==> config.mk <==
export PLATFORM = sky130hd
export DESIGN_NAME = stopwatch_core_flat
export DESIGN_NICKNAME = d
export VERILOG_FILES = /design/src/rtl/stopwatch_pkg.sv /design/src/rtl/stopwatch_core_if.sv /design/src/rtl/sw_prescaler.sv /design/src/rtl/stopwatch_core.sv /design/src/flat_wrapper.sv
export SDC_FILE = /design/constraint.sdc
export NUM_CORES = 1
export LEC_CHECK = 0
export ABC_AREA = 1
export CAP_MARGIN = 30
export CORE_MARGIN = 2
export CORE_UTILIZATION = 45
export CTS_CLUSTER_SIZE = 30
export DETAILED_ROUTE_END_ITERATION = 7
export PLACE_DENSITY = 0.73
export SYNTH_ARGS = -nofsm -noshare
export SYNTH_HDL_FRONTEND = slang
export SYNTH_SLANG_ARGS = --single-unit
export TNS_END_PERCENT = 50
==> constraint.sdc <==
create_clock -name clk -period 1.5 [get_ports clk]
set_clock_uncertainty 0.15 [all_clocks]
set_input_delay 0.375 -clock clk [delete_from_list [all_inputs] [get_ports clk]]
set_output_delay 0.375 -clock clk [all_outputs]
set_load 0.1 [all_outputs]
==> src/rtl/stopwatch_pkg.sv <==
// Shared types and constants for the stopwatch core: state encoding, field limits, helpers.
// Latency: n/a (declarations only).
// Backpressure: n/a (no flow control in this block).
package stopwatch_pkg;

  // Width of the seconds and minutes fields (0..59 fits in 6 bits).
  localparam int FIELD_W = 6;

  localparam logic [FIELD_W-1:0] SEC_MAX = 6'd59;
  localparam logic [FIELD_W-1:0] MIN_MAX = 6'd59;

  // Watch operating states. IDLE always means "all counters zero".
  typedef enum logic [1:0] {
    IDLE    = 2'd0,
    RUNNING = 2'd1,
    PAUSED  = 2'd2
  } sw_state_e;

  // Modulo increment of a 0..maxv field; the caller decides whether a carry follows.
  function automatic logic [FIELD_W-1:0] wrap_inc(input logic [FIELD_W-1:0] v,
                                                  input logic [FIELD_W-1:0] maxv);
    logic [FIELD_W-1:0] r;
    if (v >= maxv) begin
      r = '0;
    end else begin
      r = v + FIELD_W'(1);
    end
    return r;
  endfunction

endpackage

==> src/rtl/stopwatch_core_if.sv <==
// Control pulses and time/lap outputs of the stopwatch, bundled for one port.
// Latency: n/a (wiring only).
// Backpressure: none; pulses are fire-and-forget, outputs are always valid.
interface stopwatch_core_if #(
  parameter int HOUR_W = 5
);

  // Control pulses from the user side.
  logic                               start_stop;
  logic                               clear;
  logic                               lap;

  // Live time and status.
  logic                               running;
  logic [stopwatch_pkg::FIELD_W-1:0]  sec;
  logic [stopwatch_pkg::FIELD_W-1:0]  min;
  logic [HOUR_W-1:0]                  hour;

  // Last captured lap time.
  logic [stopwatch_pkg::FIELD_W-1:0]  lap_sec;
  logic [stopwatch_pkg::FIELD_W-1:0]  lap_min;
  logic [HOUR_W-1:0]                  lap_hour;
  logic                               lap_valid;

  // Sticky full-scale indication.
  logic                               overflow;

  // Controller side: issues pulses, observes time.
  modport master (
    output start_stop, clear, lap,
    input  running, sec, min, hour,
    input  lap_sec, lap_min, lap_hour, lap_valid,
    input  overflow
  );

  // Stopwatch side: consumes pulses, presents time.
  modport slave (
    input  start_stop, clear, lap,
    output running, sec, min, hour,
    output lap_sec, lap_min, lap_hour, lap_valid,
    output overflow
  );

endinterface

==> src/rtl/sw_prescaler.sv <==
// Divides clk down to a one-cycle tick every TICK_DIV enabled cycles; holds phase while disabled.
// Latency: tick is combinational from the count register, asserted in the cycle the count sits at TICK_DIV-1.
// Backpressure: none; en freezes the phase, zero forces the count back to 0.
module sw_prescaler #(
  parameter int TICK_DIV = 1024
) (
  input  logic clk,
  input  logic reset,
  input  logic en,
  input  logic zero,
  output logic tick
);

  localparam int CW = (TICK_DIV > 2) ? $clog2(TICK_DIV) : 1;
  localparam logic [CW-1:0] LAST = CW'(TICK_DIV - 1);

  logic [CW-1:0] cnt_q;
  logic [CW-1:0] cnt_d;

  // The tick is only meaningful while counting; a frozen count at LAST must not fire.
  assign tick = en && (cnt_q == LAST);

  // Next count: zero wins, otherwise advance and wrap on the tick, otherwise hold phase.
  always_comb begin
    cnt_d = cnt_q;
    if (zero) begin
      cnt_d = '0;
    end else if (en) begin
      if (tick) begin
        cnt_d = '0;
      end else begin
        cnt_d = cnt_q + CW'(1);
      end
    end
  end

  // Count register with synchronous reset.
  always_ff @(posedge clk) begin
    if (reset) begin
      cnt_q <= '0;
    end else begin
      cnt_q <= cnt_d;
    end
  end

endmodule

==> src/rtl/stopwatch_core.sv <==
// Stopwatch: run/pause/clear FSM, sec/min/hour cascade, lap capture and sticky overflow.
// Latency: every output is a register; a pulse sampled at edge k shows on the outputs after edge k.
// Backpressure: none; every pulse is acted on in the cycle it is sampled (or ignored by state rules).
module stopwatch_core
  import stopwatch_pkg::*;
#(
  parameter int TICK_DIV = 1024,
  parameter int HOUR_MAX = 24,
  parameter int HOUR_W   = 5,
  parameter int SATURATE = 0
) (
  input  logic            clk,
  input  logic            reset,
  stopwatch_core_if.slave sw
);

  localparam logic [1:0] ST_IDLE    = IDLE;
  localparam logic [1:0] ST_RUNNING = RUNNING;
  localparam logic [1:0] ST_PAUSED  = PAUSED;

  localparam logic [HOUR_W-1:0] HOUR_LAST = HOUR_W'(HOUR_MAX - 1);

  logic [1:0]         state_q,     state_d;
  logic [FIELD_W-1:0] sec_q,       sec_d;
  logic [FIELD_W-1:0] min_q,       min_d;
  logic [HOUR_W-1:0]  hour_q,      hour_d;
  logic [FIELD_W-1:0] lap_sec_q,   lap_sec_d;
  logic [FIELD_W-1:0] lap_min_q,   lap_min_d;
  logic [HOUR_W-1:0]  lap_hour_q,  lap_hour_d;
  logic               lap_valid_q, lap_valid_d;
  logic               overflow_q,  overflow_d;

  logic st_idle;
  logic st_running;
  logic st_paused;
  logic clear_acc;
  logic full_scale;
  logic tick;

  assign st_idle    = (state_q == ST_IDLE);
  assign st_running = (state_q == ST_RUNNING);
  assign st_paused  = (state_q == ST_PAUSED);

  // Clear only means something while paused; elsewhere the pulse is dropped.
  assign clear_acc  = sw.clear && st_paused;

  // Last representable time; the next tick from here is the full-scale event.
  assign full_scale = (sec_q == SEC_MAX) && (min_q == MIN_MAX) && (hour_q == HOUR_LAST);

  // Prescaler runs only while RUNNING, keeps its phase across a pause, and is
  // forced to zero in IDLE and on an accepted clear.
  sw_prescaler #(
    .TICK_DIV (TICK_DIV)
  ) u_prescaler (
    .clk   (clk),
    .reset (reset),
    .en    (st_running),
    .zero  (st_idle || clear_acc),
    .tick  (tick)
  );

  // Next-state for FSM, time cascade, lap capture and overflow; clear overrides all.
  always_comb begin
    state_d     = state_q;
    sec_d       = sec_q;
    min_d       = min_q;
    hour_d      = hour_q;
    lap_sec_d   = lap_sec_q;
    lap_min_d   = lap_min_q;
    lap_hour_d  = lap_hour_q;
    lap_valid_d = 1'b0;
    overflow_d  = overflow_q;

    // Lap samples the registered time, so a lap on a tick edge sees the old value.
    if (sw.lap && !st_idle) begin
      lap_sec_d   = sec_q;
      lap_min_d   = min_q;
      lap_hour_d  = hour_q;
      lap_valid_d = 1'b1;
    end

    // Run/pause toggle; an unused encoding falls back to IDLE.
    case (state_q)
      ST_IDLE:    if (sw.start_stop) state_d = ST_RUNNING;
      ST_RUNNING: if (sw.start_stop) state_d = ST_PAUSED;
      ST_PAUSED:  if (sw.start_stop) state_d = ST_RUNNING;
      default:    state_d = ST_IDLE;
    endcase

    // One counted second: cascade through the fields, or handle full scale.
    if (tick) begin
      if (full_scale) begin
        overflow_d = 1'b1;
        if (SATURATE != 0) begin
          // Hold at full scale and stop counting.
          state_d = ST_PAUSED;
        end else begin
          // Roll over to zero and keep running.
          sec_d  = '0;
          min_d  = '0;
          hour_d = '0;
        end
      end else begin
        sec_d = wrap_inc(sec_q, SEC_MAX);
        if (sec_q == SEC_MAX) begin
          min_d = wrap_inc(min_q, MIN_MAX);
          if (min_q == MIN_MAX) begin
            hour_d = hour_q + HOUR_W'(1);
          end
        end
      end
    end

    // An accepted clear beats a simultaneous start_stop or lap and returns to IDLE.
    if (clear_acc) begin
      state_d     = ST_IDLE;
      sec_d       = '0;
      min_d       = '0;
      hour_d      = '0;
      lap_sec_d   = '0;
      lap_min_d   = '0;
      lap_hour_d  = '0;
      lap_valid_d = 1'b0;
      overflow_d  = 1'b0;
    end
  end

  // State registers; reset overrides every pulse in the same cycle.
  always_ff @(posedge clk) begin
    if (reset) begin
      state_q     <= ST_IDLE;
      sec_q       <= '0;
      min_q       <= '0;
      hour_q      <= '0;
      lap_sec_q   <= '0;
      lap_min_q   <= '0;
      lap_hour_q  <= '0;
      lap_valid_q <= 1'b0;
      overflow_q  <= 1'b0;
    end else begin
      state_q     <= state_d;
      sec_q       <= sec_d;
      min_q       <= min_d;
      hour_q      <= hour_d;
      lap_sec_q   <= lap_sec_d;
      lap_min_q   <= lap_min_d;
      lap_hour_q  <= lap_hour_d;
      lap_valid_q <= lap_valid_d;
      overflow_q  <= overflow_d;
    end
  end

  assign sw.running   = st_running;
  assign sw.sec       = sec_q;
  assign sw.min       = min_q;
  assign sw.hour      = hour_q;
  assign sw.lap_sec   = lap_sec_q;
  assign sw.lap_min   = lap_min_q;
  assign sw.lap_hour  = lap_hour_q;
  assign sw.lap_valid = lap_valid_q;
  assign sw.overflow  = overflow_q;

endmodule

==> src/flat_wrapper.sv <==
// flat-port wrapper written by rule: the top's interface ports become plain ports
module stopwatch_core_flat import stopwatch_pkg::*;
#(
  parameter int TICK_DIV = 1024,
  parameter int HOUR_MAX = 24,
  parameter int HOUR_W   = 5,
  parameter int SATURATE = 0
)
  (clk, reset, sw_start_stop, sw_clear, sw_lap, sw_running, sw_sec, sw_min, sw_hour, sw_lap_sec, sw_lap_min, sw_lap_hour, sw_lap_valid, sw_overflow);
  stopwatch_core_if #(.HOUR_W(HOUR_W)) sw_i ();
  input  logic clk;
  input  logic reset;
  input wire logic [$bits(sw_i.start_stop)-1:0] sw_start_stop;
  input wire logic [$bits(sw_i.clear)-1:0] sw_clear;
  input wire logic [$bits(sw_i.lap)-1:0] sw_lap;
  output wire logic [$bits(sw_i.running)-1:0] sw_running;
  output wire logic [$bits(sw_i.sec)-1:0] sw_sec;
  output wire logic [$bits(sw_i.min)-1:0] sw_min;
  output wire logic [$bits(sw_i.hour)-1:0] sw_hour;
  output wire logic [$bits(sw_i.lap_sec)-1:0] sw_lap_sec;
  output wire logic [$bits(sw_i.lap_min)-1:0] sw_lap_min;
  output wire logic [$bits(sw_i.lap_hour)-1:0] sw_lap_hour;
  output wire logic [$bits(sw_i.lap_valid)-1:0] sw_lap_valid;
  output wire logic [$bits(sw_i.overflow)-1:0] sw_overflow;
  assign sw_i.start_stop = sw_start_stop;
  assign sw_i.clear = sw_clear;
  assign sw_i.lap = sw_lap;
  assign sw_running = sw_i.running;
  assign sw_sec = sw_i.sec;
  assign sw_min = sw_i.min;
  assign sw_hour = sw_i.hour;
  assign sw_lap_sec = sw_i.lap_sec;
  assign sw_lap_min = sw_i.lap_min;
  assign sw_lap_hour = sw_i.lap_hour;
  assign sw_lap_valid = sw_i.lap_valid;
  assign sw_overflow = sw_i.overflow;
  stopwatch_core #(.TICK_DIV(TICK_DIV), .HOUR_MAX(HOUR_MAX), .HOUR_W(HOUR_W), .SATURATE(SATURATE)) u_core (.clk(clk), .reset(reset), .sw(sw_i));
endmodule
==> summary.md, run 1 <==
| Metric | Value |
|---|---|
| Largest net degree at the start of global routing | `25` |
| Total GRT Usage | `23.2%` |
| Setup WS post-layout | `-0.152 ns` |
| Nature of the critical path endpoint | `flop` |
| FMAX | `605 MHz` |
| Worst Setup Path Type | `reg2reg` |
| Final core occ | `77.9%` |
| Post-DR vias/cell | `5.13` |
| Clk buf depth | `2` |
| Mapped Cells | `308` |
| Share of cells above drive strength 1 | `37.7%` |
| CTS root buffer | `clkbuf_8` |
| First-pass GRT wire length | `10000 um` |
| # setup viols final | `24` |
| Synth area leaders | `dfxtp_1 42%, nor2_1 10%, nand2_1 7.9%` |
| Drt drc | `0` |
| Die W | `75.1 um` |
| Fin area | `0.00373 mm2` |
| Placed cells | `438` |
| Top fanout value on the critical path | `6` |
| Leakage | `1.56 nW` |
| Critical path arrival | `1.71 ns` |
| Period minus WS final | `1.65 ns` |
| Post-synthesis sequential area ratio | `42.3%` |
| Hold path startpoint | `u_core.u_prescaler.cnt_q[9]` |
| DR vias | `2345` |
| Core area | `0.00479 mm2` |
| Final net count | `398` |
| RR Startpoint | `u_core.u_prescaler.cnt_q[0]` |
| Avg WL per Cell | `13.7 um` |
| Worst reg2reg path depth | `9` |
| Hold Path Cell Cnt | `2` |
| Final Hold Slack | `0.340 ns` |
| Detail Route Antenna Nets | `0` |
| Unique cell type count in the Yosys netlist | `32` |
| Max Cap Viol | `0` |
| Critical path launch point | `u_core.u_prescaler.cnt_q[0]` |
| Avg Inst Size Synth | `7.38 um2` |
| Primary FF master, synth | `dfxtp_1` |
| Synthesized flop and latch total | `48` |
| Crit start category | `flop` |
| I/O Buffers | `41` |
| Drt first pass iters | `4` |
| Post-synthesis cell area | `0.00227 mm2` |
| Area growth syn-to-layout | `64.0%` |
| Synthesized net count | `317` |
| DIE AREA | `0.00564 mm2` |
| WP data required | `1.56 ns` |
| Failing checks | `negative setup slack` |
| TritonCTS clock tree | `yes` |
| Number of I/O pins | `42` |
| Clock sinks | `48` |
| Pre-CTS setup slack | `-0.250 ns` |
| ANT cells | `0` |
| Final period util | `110%` |
| TritonCTS Buffers | `5` |
| Placed wire-length estimate | `4290 um` |
| Clock Latency Late Sink | `0.31 ns` |
| Worst slew pin tran | `0.214 ns` |
| Placed cell areas | `0.00345 mm2` |
| Final WL | `6250 um` |
| Fin cells | `457` |
| Post-synth EDFFs | `0` |
| Max IR drop VDD | `0.432 mV` |
| Final Max Tran Viols | `0` |
| Initial antenna violation count | `0` |
| Unrepaired setup endpoints after global routing | `yes` |
| CTS H-tree lvls | `2` |
| Vias in the first global route | `2236` |
| Hold Vio Cnt, Final | `0` |
| PnR Total Power | `2.67 mW` |
| Power Dens Cells | `716 mW/mm2` |
| Number of DRC markers in iteration 0 | `153` |
| Min-delay worst type | `reg2reg` |
| Routability Congestion | `0.882` |
| Fin Setup TNS | `-2.36 ns` |
| Die Y | `75.1 um` |
| Post-synth top area cell | `dfxtp_1` |
| Slew margin rel. | `85.7%` |
| Status | `complete, but fails checks` |
| Cell Rows | `25` |
| Post-synth top area share | `42.3%` |
| Clock-pin transition on the worst setup and hold timing paths | `0.09 ns` |
| Async SR Flop Fraction | `0%` |
| Hold_buf cts | `0` |
| Initial Util | `47.5%` |
| Yosys warns | `0` |
| Most instantiated cells after synthesis | `62 x nor2_1, 48 x dfxtp_1, 48 x nand2_1` |
| Count leader, synth | `nor2_1` |
| Grt ovf | `0` |
==> critical path: stages (launching register included) <==
cell	delay, ns
dfxtp_2	0.37
ha_4	0.16
nand2_4	0.06
nor2_4	0.19
nand3_4	0.17
buf_4	0.19
nand2_4	0.09
inv_1	0.07
nand2_1	0.06
o21ai_1	0.05
==> path summary, 6_finish.rpt <==
| path | to | slack [ns] |
|---|---|---|
| worst max-delay path | u_core.u_prescaler.cnt_q[0] | -0.15 |
| worst max register to register | u_core.u_prescaler.cnt_q[0] | -0.15 |
| worst min register to register | u_core.u_prescaler.cnt_q[9] | 0.34 |
| worst min-delay path | u_core.u_prescaler.cnt_q[9] | 0.34 |
==> report_power, final <==
| group | switching [mW] | internal, mW |
|---|---|---|
| logic | 0.377 | 0.214 |
| registers | 0.0379 | 1.28 |
| clock network | 0.429 | 0.328 |
==> cell families after synthesis <==
group,Yosys count,synth area share (%)
AOI/OAI and AO/OA,50,11.7
adders and majority gates,4,2.20
xor gates and xnor gates,9,3.47
buffers and inverters,42,7.65
DFF,48,42.3
and+or+nand+nor,155,32.7
==> layout make-up <==
cell class,count,area (um2)
multi-input combinational,218,1270
timing repair buffer,79,1120
fill,295,1060
sequential,48,1020
inverter,37,144
tap,67,83.8
clock buffer,7,76.3
clock inverter,1,5.00
==> cell usage in the layout (no fill, tap or decap), drive strengths merged, types with 2 or more instances in the layout <==
master         count
nand3             24
buf               75
a21oi             22
nand4              5
ha                 4
inv               36
clkbuf             7
clkdlybuf4s50      4
nor2              69
o21ai             24
dfxtp             48
xor2               8
clkinv             2
nor3               2
nand2             53
==> what timing repair did <==
item / CTS / global route
pin swaps: 7 / 8
hold endpoints to repair: 0 / 0
gates resized for setup: 15 / 19
setup endpoints to repair: 30 / 46
setup buffers: 4 / 7
==> routing by layer <==
layer  vias to the layer above  GRT usage (%)  part of all wire [%]
met5                         -              0                     0
met4                         0           8.33                   2.6
met3                        17           5.22                   5.5
met2                        91           41.5                    52
met1                      1083           27.2                    40
li1                       1154              -                     -
==> state kept, by name, summed over array words and instances, names as in the netlist <==
| register | cells |
|---|---|
| u_core.sw.lap_valid | 1 |
| u_core.sw.sec | 6 |
| u_core.state_q | 2 |
| u_core.u_prescaler.cnt_q | 10 |
| u_core.sw.hour | 5 |
| u_core.sw.min | 6 |
| u_core.sw.overflow | 1 |
| u_core.sw.lap_min | 6 |
| u_core.sw.lap_hour | 5 |
| u_core.sw.lap_sec | 6 |
Power figures use the tool's default switching activity.
==> run 2: changes to the inputs <==
--- a/config.mk
+++ b/config.mk
@@ -12,6 +12,7 @@
 export CTS_CLUSTER_SIZE = 30
 export DETAILED_ROUTE_END_ITERATION = 7
 export PLACE_DENSITY = 0.73
+export SLEW_MARGIN = 20
 export SYNTH_ARGS = -nofsm -noshare
 export SYNTH_HDL_FRONTEND = slang
 export SYNTH_SLANG_ARGS = --single-unit
==> results of run 2 <==
Same layout as run 1: the final DEF is identical, and so are final timing and power.
==> run 3: changes to the inputs <==
--- a/config.mk
+++ b/config.mk
@@ -6,7 +6,7 @@
 export NUM_CORES = 1
 export LEC_CHECK = 0
 export ABC_AREA = 1
-export CAP_MARGIN = 30
+export CAP_MARGIN = 20
 export CORE_MARGIN = 2
 export CORE_UTILIZATION = 45
 export CTS_CLUSTER_SIZE = 30
==> results of run 3 <==
Same layout as run 1: the final DEF is identical, and so are final timing and power.
==> RTL edit 1 (flow settings as in run 2) <==
`SATURATE` is set to 0 in 2 places; all go to 1.
--- a/src/rtl/stopwatch_core.sv
+++ b/src/rtl/stopwatch_core.sv
@@ -7,7 +7,7 @@
   parameter int TICK_DIV = 1024,
   parameter int HOUR_MAX = 24,
   parameter int HOUR_W   = 5,
-  parameter int SATURATE = 0
+  parameter int SATURATE = 1
 ) (
   input  logic            clk,
   input  logic            reset,
--- a/src/flat_wrapper.sv
+++ b/src/flat_wrapper.sv
@@ -4,7 +4,7 @@
   parameter int TICK_DIV = 1024,
   parameter int HOUR_MAX = 24,
   parameter int HOUR_W   = 5,
-  parameter int SATURATE = 0
+  parameter int SATURATE = 1
 )
   (clk, reset, sw_start_stop, sw_clear, sw_lap, sw_running, sw_sec, sw_min, sw_hour, sw_lap_sec, sw_lap_min, sw_lap_hour, sw_lap_valid, sw_overflow);
   stopwatch_core_if #(.HOUR_W(HOUR_W)) sw_i ();
Formal check against the unedited RTL: no difference found for any inputs over 10 cycles, from zero or initial values; that may be too few to reach the edited logic, so the function may still have changed.
==> RTL edit 1 against run 2 <==
The flow still finishes with violations (negative setup slack). Power is 0.25% higher. Sequential share of layout area is 1.7 points lower. Sequential cell count stayed put. Hold slack better by 0.015 ns. Synthesized cell count is 0.32% lower. Combinational power hardly changed. Synthesized area is 0.55% higher. Setup slack worse by 0.076 ns. Cell area is 6.9% higher. Routed wire length is 26% higher. Largest cell class unchanged.
==> RTL edit 1: results (changes against run 2) <==
top cells by count, synth 52 x sky130_fd_sc_hd__nand2_1, 49 x sky130_fd_sc_hd__nor2_1, 48 x sky130_fd_sc_hd__dfxtp_1 (was 62 x sky130_fd_sc_hd__nor2_1, 48 x sky130_fd_sc_hd__dfxtp_1, 48 x sky130_fd_sc_hd__nand2_1); worst hold slack 0.3546 ns (was 0.3397 ns); share of post-route cells with drive strength above 1 0.4670 (was 0.3769); Post-CTS Setup Inserts 8 (was 4); hold path startpoint u_core.sw.lap_sec[0]$_SDFFE_PP0P_ (was u_core.u_prescaler.cnt_q[9]$_SDFFE_PP0N_); run status finished, violations left (unchanged); FF-to-FF setup slack -0.23 ns (was -0.15 ns); data arrival time at the worst-slack endpoint 1.77 ns (was 1.71 ns); Final Net Count 417 (was 398); router iterations before antenna repair 6 (was 4); Post-DP HPWL 4817 um (was 4286 um); leading cell types by total area after synthesis sky130_fd_sc_hd__dfxtp_1 42%, sky130_fd_sc_hd__nand2_1 8.5%, sky130_fd_sc_hd__nor2_1 8.0% (was sky130_fd_sc_hd__dfxtp_1 42%, sky130_fd_sc_hd__nor2_1 10%, sky130_fd_sc_hd__nand2_1 7.9%); start point of the critical path u_core.u_prescaler.cnt_q[0]$_SDFFE_PP0P_ (was u_core.u_prescaler.cnt_q[0]$_SDFFE_PP0N_); Crit path depth 7 (was 9); largest net degree at the start of global routing 17 (was 25); number of resized instances in the post-cts repair step 30 (was 15); Static Leakage 1.565 nW (was 1.561 nW); number of DRC violations after detailed-routing iteration 0 258 (was 153); final setup fails 32 (was 24); first-pass GRT wire length 11690 um (was 10030 um); met2 wire len 4049 um (was 3241 um); fillers 284 (was 295); power in the clock group 0.000768 W (was 0.000757 W); routability-driven placement congestion ratio 0.8945 (was 0.8822); grt met2 use 0.4786 (was 0.4152); largest driver fanout on the critical path 3 (was 6); violations in the final reports negative setup slack (unchanged); least setup slack across all paths after layout -0.2272 ns (was -0.1517 ns); sequential area share after synthesis 0.4204 (was 0.4227); met1 routing resource usage after global routing 0.3339 (was 0.2715); summed negative setup slack over all endpoints -3.298 ns (was -2.362 ns); Design Power 0.002676 W (was 0.002670 W); overall fraction of global-route tracks in use 0.2755 (was 0.2324); most common cell in the synthesized netlist sky130_fd_sc_hd__nand2_1 (was sky130_fd_sc_hd__nor2_1); syn nets 316 (was 317); met3 Usage GRT 0.06292 (was 0.05221)
==> RTL edit 1: area by class of cell <==
class | count | area, sq um | area share
Multi-Input combinational cell | 219 | 1348 | 0.3380
Timing Repair Buffer | 101 | 1315 | 0.3299
Sequential cell | 48 | 1027 | 0.2577
Inverter | 33 | 131.4 | 0.03296
Tap cell | 67 | 83.83 | 0.02103
Clock buffer | 7 | 76.32 | 0.01915
Clock inverter | 1 | 5.005 | 0.001255
==> RTL edit 1: cell families (layout without fill, tap and decap cells) <==
kind of cell,Yosys count,in the layout,synth area share
DFF,48,48,0.4204
and+or+nand+nor,149,150,0.3240
xor gates and xnor gates,6,6,0.02299
adders and majority gates,4,4,0.02189
buffers and inverters,41,142,0.07499
AOI/OAI and AO/OA,59,59,0.1357
==> RTL edit 1: stage by stage <==
step	cells	cell area, sq um
after floorplan	307	2392
after global routing	476	3986
after global placement	456	3587
after detailed placement	456	3587
after CTS	473	3832
final	476	3986
==> RTL edit 2 (settings of run 2) <==
Without the edit above. Reset style: asynchronous (`reset`), changed in 2 clocked blocks. Comments in the files are not updated.
--- a/src/rtl/sw_prescaler.sv
+++ b/src/rtl/sw_prescaler.sv
@@ -35,7 +35,7 @@
   end
 
   // Count register with synchronous reset.
-  always_ff @(posedge clk) begin
+  always_ff @(posedge clk or posedge reset) begin
     if (reset) begin
       cnt_q <= '0;
     end else begin
--- a/src/rtl/stopwatch_core.sv
+++ b/src/rtl/stopwatch_core.sv
@@ -126,7 +126,7 @@
   end
 
   // State registers; reset overrides every pulse in the same cycle.
-  always_ff @(posedge clk) begin
+  always_ff @(posedge clk or posedge reset) begin
     if (reset) begin
       state_q     <= ST_IDLE;
       sec_q       <= '0;
Function: differs if reset is asserted again (counterexample within 4 cycles, from zero or initial values and one cycle with reset high); with reset held inactive, the same outputs for 10 cycles.
==> RTL edit 2 against run 2 <==
Synthesized area increased by 13%. Routed wire length increased by 37%. Count of clock-buffer cells in the layout decreased by 2. Sequential cell count unchanged. Non-clock buffer count increased by 44. Setup slack got worse by 0.015 ns. The run still ends with negative setup slack left. Cell area increased by 22%. Highest routed layer unchanged. Largest cell class is now buffers.
Power is not compared: it rests on default switching activity, and its combinational part moved more than twofold at a synthesized area within 25%.
==> RTL edit 2: results (changes against run 2) <==
top cells by count, synth 85 x sky130_fd_sc_hd__nand2_1, 48 x sky130_fd_sc_hd__dfrtp_1, 45 x sky130_fd_sc_hd__nand3_1 (was 62 x sky130_fd_sc_hd__nor2_1, 48 x sky130_fd_sc_hd__dfxtp_1, 48 x sky130_fd_sc_hd__nand2_1); sequential area share after synthesis 0.4676 (was 0.4227); summed negative setup slack over all endpoints -3.851 ns (was -2.362 ns); latest clock arrival within the worst-skew pair 0.32 ns; count of unique library cells instantiated by Yosys 30 (was 32); violations in the final reports negative setup slack (unchanged); run status finished, violations left (unchanged); syn nets 322 (was 317); largest driver fanout on the critical path 2 (was 6); clock slew at reported path FFs 0.10 ns; least setup slack across all paths after layout -0.1670 ns (was -0.1517 ns); CP endpoint sw_running (was u_core.u_prescaler.cnt_q[0]$_SDFFE_PP0N_); XOR/XNOR Fraction of Synth Area 0.02046 (was 0.03467); router iterations before antenna repair 5 (was 4); compound-cell area share of the yosys netlist 0.07404 (was 0.1172); post-synthesis average cell area 8.207 sq um (was 7.381 sq um); Post-DP HPWL 4582 um (was 4286 um); delay of the slowest critical-path stage 0.41 ns (was 0.37 ns); total via count after detailed routing 2830 (was 2345); Async S/R FF share, synth 1.000 (was 0); first-pass GRT wire length 11240 um (was 10030 um); slew margin rel. 0.7629 (was 0.8570); vias in the first global route 2440 (was 2236); overall fraction of global-route tracks in use 0.2284 (was 0.2324); final setup fails 42 (was 24); number of DRC violations after detailed-routing iteration 0 320 (was 153); leading cell types by total area after synthesis sky130_fd_sc_hd__dfrtp_1 47%, sky130_fd_sc_hd__nand2_1 12%, sky130_fd_sc_hd__nand3_1 8.8% (was sky130_fd_sc_hd__dfxtp_1 42%, sky130_fd_sc_hd__nor2_1 10%, sky130_fd_sc_hd__nand2_1 7.9%); synthesized-area fraction occupied by adder cells 0.01948 (was 0.02201); cell family with the largest share of critical-path delay flip-flops (was simple AND/OR/NAND/NOR gates); Hold/Removal Path Class in -> async (was reg -> reg); worst-path cell with the longest stage delay sky130_fd_sc_hd__dfrtp_1 (was sky130_fd_sc_hd__dfxtp_2); worst setup timing slack at the placement stage -0.2860 ns (was -0.2504 ns); top flip-flop cell by instance count after synthesis sky130_fd_sc_hd__dfrtp_1 (was sky130_fd_sc_hd__dfxtp_1); start point of the critical path u_core.state_q[1]$_DFFE_PP0P_ (was u_core.u_prescaler.cnt_q[0]$_SDFFE_PP0N_)
[RTL edit 2: timing repair]
| item | 4_1_cts | 5_1_grt |
|---|---|---|
| pin swaps | 4 | 13 |
| setup endpoints to repair | 51 | 62 |
| endpoints found under the hold margin | 0 | 0 |
| resized for setup | 29 | 37 |
| gates cloned | 0 | 3 |
| buffers inserted | 29 | 10 |
[RTL edit 2: worst min-delay path by stage]
stage / end / slack [ns] / cells after the start
final: u_core.sw.lap_min[3]$_DFFE_PP0P_ / 0.30 / 3
after global routing: u_core.sw.lap_valid$_DFF_PP0_ / 0.32 / 3
after CTS: u_core.sw.lap_valid$_DFF_PP0_ / 0.31 / 3
after detailed placement: u_core.sw.overflow$_DFFE_PP0P_ / 0.38 / 2
after global placement: u_core.sw.overflow$_DFFE_PP0P_ / 0.38 / 2
after floorplan: u_core.state_q[0]$_DFFE_PP0P_ / 0.25 / 1
[RTL edit 2: area by class of cell]
| cell class | count | area [sq um] |
|---|---|---|
| clock buffer | 5 | 68.82 |
| clock inverter | 3 | 47.55 |
| fill | 271 | 957.2 |
| inverter | 37 | 145.1 |
| multi-input combinational | 221 | 1375 |
| sequential | 48 | 1254 |
| tap | 72 | 90.09 |
| timing repair buffer | 123 | 1569 |
[RTL edit 2: logic make-up (layout without fill, tap and decap cells)]
family | count (synthesis) | after routing
flip-flops | 48 | 48
adder cells (fa/ha/maj) | 4 | 4
buffers and inverters | 44 | 168
XOR/XNOR | 6 | 6
AND/OR/NAND/NOR | 178 | 178
AO/OA/AOI/OAI | 33 | 33
[RTL edit 2: layer usage]
layer,vias to the layer above,share of wire,track usage
met5,-,0,0
met4,0,0.024,0.07069
met3,35,0.058,0.04186
met2,152,0.54,0.4109
met1,1383,0.38,0.2757
li1,1260,-,-
